[src/rtl/alu_rr_scheduler.sv]
// rtl/alu_rr_scheduler.sv - round-robin scheduler sharing one 32-bit ALU among NREQ requesters
//
// Accepts one operation at a time from NREQ requesters and drives the shared ALU
// for exactly one cycle. It then returns the registered result and flags,
// tagged with the requester index.
//
// Ports:
//   clk, rst                 rising-edge clock, synchronous active-high reset
//   req_valid / req_ready    per-requester handshake; req_ready is one-hot and only in IDLE
//   req_opcode, req_a, req_b packed per-requester opcode (3b each) and operands (32b each)
//   alu_enable/opcode/a/b    drive to the external shared ALU
//   alu_res, alu_zf, alu_cf  combinational ALU outputs sampled at the end of EXEC
//   rsp_valid / rsp_ready    response handshake
//   rsp_id, rsp_res,
//   rsp_zf, rsp_cf           captured owner index, result and flags
//   busy                     high whenever an operation is in flight
module alu_rr_scheduler #(
  parameter int NREQ = 4,
  parameter int ID_W = 2
) (
  input  logic                 clk,
  input  logic                 rst,
  input  logic [NREQ-1:0]      req_valid,
  input  logic [3*NREQ-1:0]    req_opcode,
  input  logic [32*NREQ-1:0]   req_a,
  input  logic [32*NREQ-1:0]   req_b,
  output logic [NREQ-1:0]      req_ready,
  output logic                 alu_enable,
  output logic [2:0]           alu_opcode,
  output logic [31:0]          alu_a,
  output logic [31:0]          alu_b,
  input  logic [32:0]          alu_res,
  input  logic                 alu_zf,
  input  logic                 alu_cf,
  output logic                 rsp_valid,
  input  logic                 rsp_ready,
  output logic [ID_W-1:0]      rsp_id,
  output logic [32:0]          rsp_res,
  output logic                 rsp_zf,
  output logic                 rsp_cf,
  output logic                 busy
);

  typedef enum logic [1:0] {
    IDLE = 2'd0,
    EXEC = 2'd1,
    RESP = 2'd2
  } state_t;

  state_t          state;
  state_t          state_next;

  logic [ID_W-1:0] ptr;
  logic [ID_W-1:0] grant;
  logic [ID_W-1:0] cand;
  logic            found;
  logic            take;

  logic [2:0]      op_q;
  logic [31:0]     a_q;
  logic [31:0]     b_q;
  logic [ID_W-1:0] id_q;

  // Unpacked views of the packed request buses so the winner can be selected
  // with a plain array index.
  logic [2:0]      op_arr [NREQ];
  logic [31:0]     a_arr  [NREQ];
  logic [31:0]     b_arr  [NREQ];

  for (genvar gi = 0; gi < NREQ; gi++) begin : g_unpack
    assign op_arr[gi] = req_opcode[3*gi +: 3];
    assign a_arr[gi]  = req_a[32*gi +: 32];
    assign b_arr[gi]  = req_b[32*gi +: 32];
  end

  // Candidate index k positions after base, wrapping at NREQ (NREQ need not be
  // a power of two, so a plain ID_W-bit add is not enough).
  function automatic logic [ID_W-1:0] rr_index(input logic [ID_W-1:0] base, input int k);
    int s;
    s = int'(base) + k;
    if (s >= NREQ) begin
      s = s - NREQ;
    end
    return s[ID_W-1:0];
  endfunction

  // Arbitration: first valid requester at or after ptr, wrapping.
  always_comb begin
    found = 1'b0;
    grant = '0;
    cand  = '0;
    for (int k = 0; k < NREQ; k++) begin
      cand = rr_index(ptr, k);
      if (!found && req_valid[cand]) begin
        found = 1'b1;
        grant = cand;
      end
    end
  end

  // FSM state register
  always_ff @(posedge clk) begin
    if (rst) begin
      state <= IDLE;
    end else begin
      state <= state_next;
    end
  end

  // FSM next-state and outputs
  always_comb begin
    state_next = state;
    req_ready  = '0;
    alu_enable = 1'b0;
    busy       = 1'b1;
    case (state)
      IDLE: begin
        busy = 1'b0;
        if (found) begin
          req_ready[grant] = 1'b1;
          state_next       = EXEC;
        end
      end
      EXEC: begin
        alu_enable = 1'b1;
        state_next = RESP;
      end
      RESP: begin
        // rsp_valid is always set in RESP, so rsp_ready alone completes the handshake.
        if (rsp_ready) begin
          state_next = IDLE;
        end
      end
      default: begin
        state_next = IDLE;
      end
    endcase
  end

  assign take = (state == IDLE) && found;

  // Operand latch, pointer and response registers
  always_ff @(posedge clk) begin
    if (rst) begin
      ptr       <= '0;
      op_q      <= '0;
      a_q       <= '0;
      b_q       <= '0;
      id_q      <= '0;
      rsp_valid <= 1'b0;
      rsp_id    <= '0;
      rsp_res   <= '0;
      rsp_zf    <= 1'b0;
      rsp_cf    <= 1'b0;
    end else begin
      if (take) begin
        op_q <= op_arr[grant];
        a_q  <= a_arr[grant];
        b_q  <= b_arr[grant];
        id_q <= grant;
        ptr  <= (grant == ID_W'(NREQ - 1)) ? '0 : grant + 1'b1;
      end
      if (state == EXEC) begin
        rsp_res   <= alu_res;
        rsp_zf    <= alu_zf;
        rsp_cf    <= alu_cf;
        rsp_id    <= id_q;
        rsp_valid <= 1'b1;
      end
      if ((state == RESP) && rsp_ready) begin
        rsp_valid <= 1'b0;
      end
    end
  end

  assign alu_opcode = op_q;
  assign alu_a      = a_q;
  assign alu_b      = b_q;

endmodule

[config.mk]
export PLATFORM = sky130hd
export DESIGN_NAME = alu_rr_scheduler
export DESIGN_NICKNAME = d
export VERILOG_FILES = /design/src/rtl/alu_rr_scheduler.sv
export SDC_FILE = /design/constraint.sdc
export NUM_CORES = 1
export LEC_CHECK = 0
export BUFFER_PORTS_ARGS = -buffer_cell sky130_fd_sc_hd__buf_2
export CAP_MARGIN = 0
export CORE_AREA = 2 2 164 166
export CTS_BUF_LIST = sky130_fd_sc_hd__clkbuf_8
export CTS_CLUSTER_DIAMETER = 200
export CTS_CLUSTER_SIZE = 8
export DETAILED_ROUTE_END_ITERATION = 8
export DIE_AREA = 0 0 166 168
export GPL_TIMING_DRIVEN = 0
export PLACE_DENSITY_LB_ADDON = 0.1
export SLEW_MARGIN = 0
export SYNTH_ARGS = -nofsm -noshare
export SYNTH_HDL_FRONTEND = slang
export SYNTH_SLANG_ARGS = --single-unit
[constraint.sdc]
create_clock -name clk -period 1.9 [get_ports clk]
set_input_delay 0.38 -clock clk [delete_from_list [all_inputs] [get_ports clk]]
set_output_delay 0.38 -clock clk [all_outputs]
set_load 0.05 [all_outputs]
==> impl_metrics.ini <==
[pwr]
peakVddDrop_v = 0.000352
p_per_area_mw_per_mm2 = 958
leakagePower_uw = 0.00425

[synthesis]
ys.flop_type = dfxtp_1
yosys.area_share.adder = 0.00217
synth-edff-count = 0
synth_xor_area_frac = 0
synth_area_leaders = dfxtp_1 39%, mux2i_1 23%, nand2_1 9.6%
synth-simple-area-share = 0.115
synth_nets = 893
async_reset_ff_frac = 0
synth_top_cell_area_share = 0.385
netlist_area_sq_mm = 0.00577
synth_top_area_cell = dfxtp_1
avgSynthCellArea_sq_um = 9.91
ys_types = 36
synth_compound_area_frac = 0.187
syn_inst = 582
synth_top_family_by_area = multiplexers
ys_seq_area_frac = 0.385
ys_ff_latch = 111
yosysMostFrequentCell = nand2_1
ys_top_cells_by_count = 147 x nand2_1, 134 x mux2i_1, 111 x dfxtp_1
yosys_warnings = 0
muxShareOfSynthArea = 0.232

[sta]
worst_pin_slew_ns = 0.557
finalHoldViolCount = 0
maxSlewHeadroom = 0.629
period_needed_ns = 2.15
rsz0062_at_grt = yes
max_freq_ghz = 0.464
skew_ns = 0.0181
setup_viol = 38
min_period_over_period = 1.13
setup_slack_ns = -0.255
maxSlewViolCount = 0

[detailed_routing]
wl_per_cell_um = 17.6
drt-initial-drc-count = 181
vias_per_cell = 4.33
post-route-drc-count = 0
dr.pass1.iters = 6
routed_wl_um = 24200
antenna_left = 0
vias = 5960

[clock_network]
clkSinkCount = 111
cts_tree = yes
path_clk_slew_ns = 0.12
cts_buffers = 9
clockBufferDepth = 2
cts_htree_levels = 3
root_buffer = clkbuf_8
hold_buffers = 0
clk_latency_ns = 0.40

[global_route]
grt_pass1_vias = 6050
grt_use_total = 0.166
grt_pass1_wl_um = 35600
grt-ovfl-total = 0
antenna_found_initial = 5
grt_max_degree = 20

[outcome]
failed_checks = setup timing
outcome = complete, but fails checks

[final_layout]
final-seq-area_sq_mm = 0.00223
fin_nets = 1340
area_growth_pct = 58.7
multi_input_area_sq_mm = 0.00339
nFillCells = 2802
drive_above_1_share = 0.551
fin_cells = 1378

[critical_path]
crit_path_max_fanout = 7
reg2reg_depth = 7
critPathKind = reg -> out
r2r_setup_slack_ns = -0.04
cp.required_ns = 1.52
r2r_end = alu_b[5]
rr_startpoint = state[0]
arrival_ns = 1.77
end_kind = output pin
cp-start-kind = register

[floorplanning]
chipHeight_um = 168
rows = 60
die_w_um = 166
core_area_sq_mm = 0.0264
start_util = 0.219
dieArea_sq_mm = 0.0279
ios = 421

[placement]
portBuffers = 419
place_ws_ns = -0.469
dp_cells = 1342
place.gp.congestion = 0.769
dp_hpwl_um = 19100

[hold_path]
min_from = alu_res[12]
worstHoldPathType = in -> reg
min_to = rsp_res[12]
holdPathStages = 3

[job]
drv_cap = 0
-- registers in the layout, summed over array words and instances (netlist names) --
register,count
alu_a,32
alu_b,32
alu_opcode,3
id_q,2
ptr,2
rsp_cf,1
rsp_id,2
rsp_res,33
rsp_valid,1
rsp_zf,1
state,2
-- stage by stage --
step	setup TNS, ns	hold WS [ns]	area [sq um]	utilization	total power, uW
2_1_floorplan	-0.330	0.432	5810	-	5730
3_3_place_gp	-23.29	0.440	8340	0.316	6910
4_1_cts	-5.77	0.170	8840	0.336	8700
3_5_place_dp	-23.99	0.443	8340	0.316	6890
5_1_grt	-8.81	0.171	9160	0.347	9230
6_report	-1.30	0.207	9160	0.347	8770
-- how the worst max path moves through the flow --
stage                       startpoint            to  cells after the start
after global placement    req_valid[0]  req_ready[3]                     10
after floorplan           req_valid[1]  req_ready[2]                      7
after CTS                       ptr[0]  req_ready[3]                      8
after global routing            ptr[0]  req_ready[3]                      7
after detailed placement  req_valid[0]  req_ready[3]                     10
final                           ptr[0]  req_ready[3]                      7
-- cell families (layout without fill, tap and decap cells) --
group                      Yosys count  after routing
DFF                                111            111
and+or+nand+nor                    165            165
muxes                              134            134
other                                0              3
buffers and inverters               53            505
AOI/OAI and AO/OA                  118            118
adders and majority gates            1              1
-- cell usage in the layout, fill, tap and decap left out, types with 2 or more instances in the layout --
cell type and instances:
buf_2 419, nand2_1 146, mux2i_1 113, dfxtp_1 109
a21oi_1 42, o221ai_2 37, o221ai_1 30, buf_4 13
clkbuf_1 12, mux2i_2 11, clkbuf_8 11, buf_12 10
mux2i_4 10, buf_6 9, buf_8 6, buf_16 5
clkbuf_2 4, diode_2 3, inv_2 3, nor2_1 3
clkbuf_4 3, clkbuf_16 3, nand2b_1 2, nor2_2 2
nand2_2 2, buf_1 2, inv_8 2, clkinv_4 2
-- per-layer routing --
metal  GRT usage  vias to the layer above  wire, um
met5           0                        -        11
met4      0.0544                        2       507
met3      0.0414                       26      1610
met2       0.293                      245     12000
met1       0.196                     2674     10100
li1            -                     3013         -
-- report_power, final --
part           total (uW)  internal (uW)  switching [uW]  leakage (uW)
clock network        1510            580             929      0.000104
registers            2870           2690             179      0.000915
logic                4390           1680            2720       0.00323
-- timing repair --
item | in CTS | in global routing
buffers inserted | 7 | 8
pin swaps | 4 | 15
gates resized for setup | 32 | 59
endpoints found under the setup margin | 72 | 81
gates cloned | 4 | 3
-- layout make-up --
cell class,instances,share of cell area
clock buffers,11,0.0165
inverters,3,0.00123
well taps,341,0.0466
repair buffers,441,0.271
diodes,3,0.000820
multi-input cells,418,0.370
clock inverters,5,0.00533
flip-flops and latches,111,0.243
plain buffers,45,0.0452
-- worst max-delay path: stages (launching register included) --
cell and delay (ns):
dfxtp_2 0.34, nand2b_4 0.13, nor2b_4 0.12, o22a_4 0.24
buf_16 0.14, ha_4 0.14, and2_4 0.13, buf_8 0.14
No activity file was read; power rests on OpenSTA's default activity.
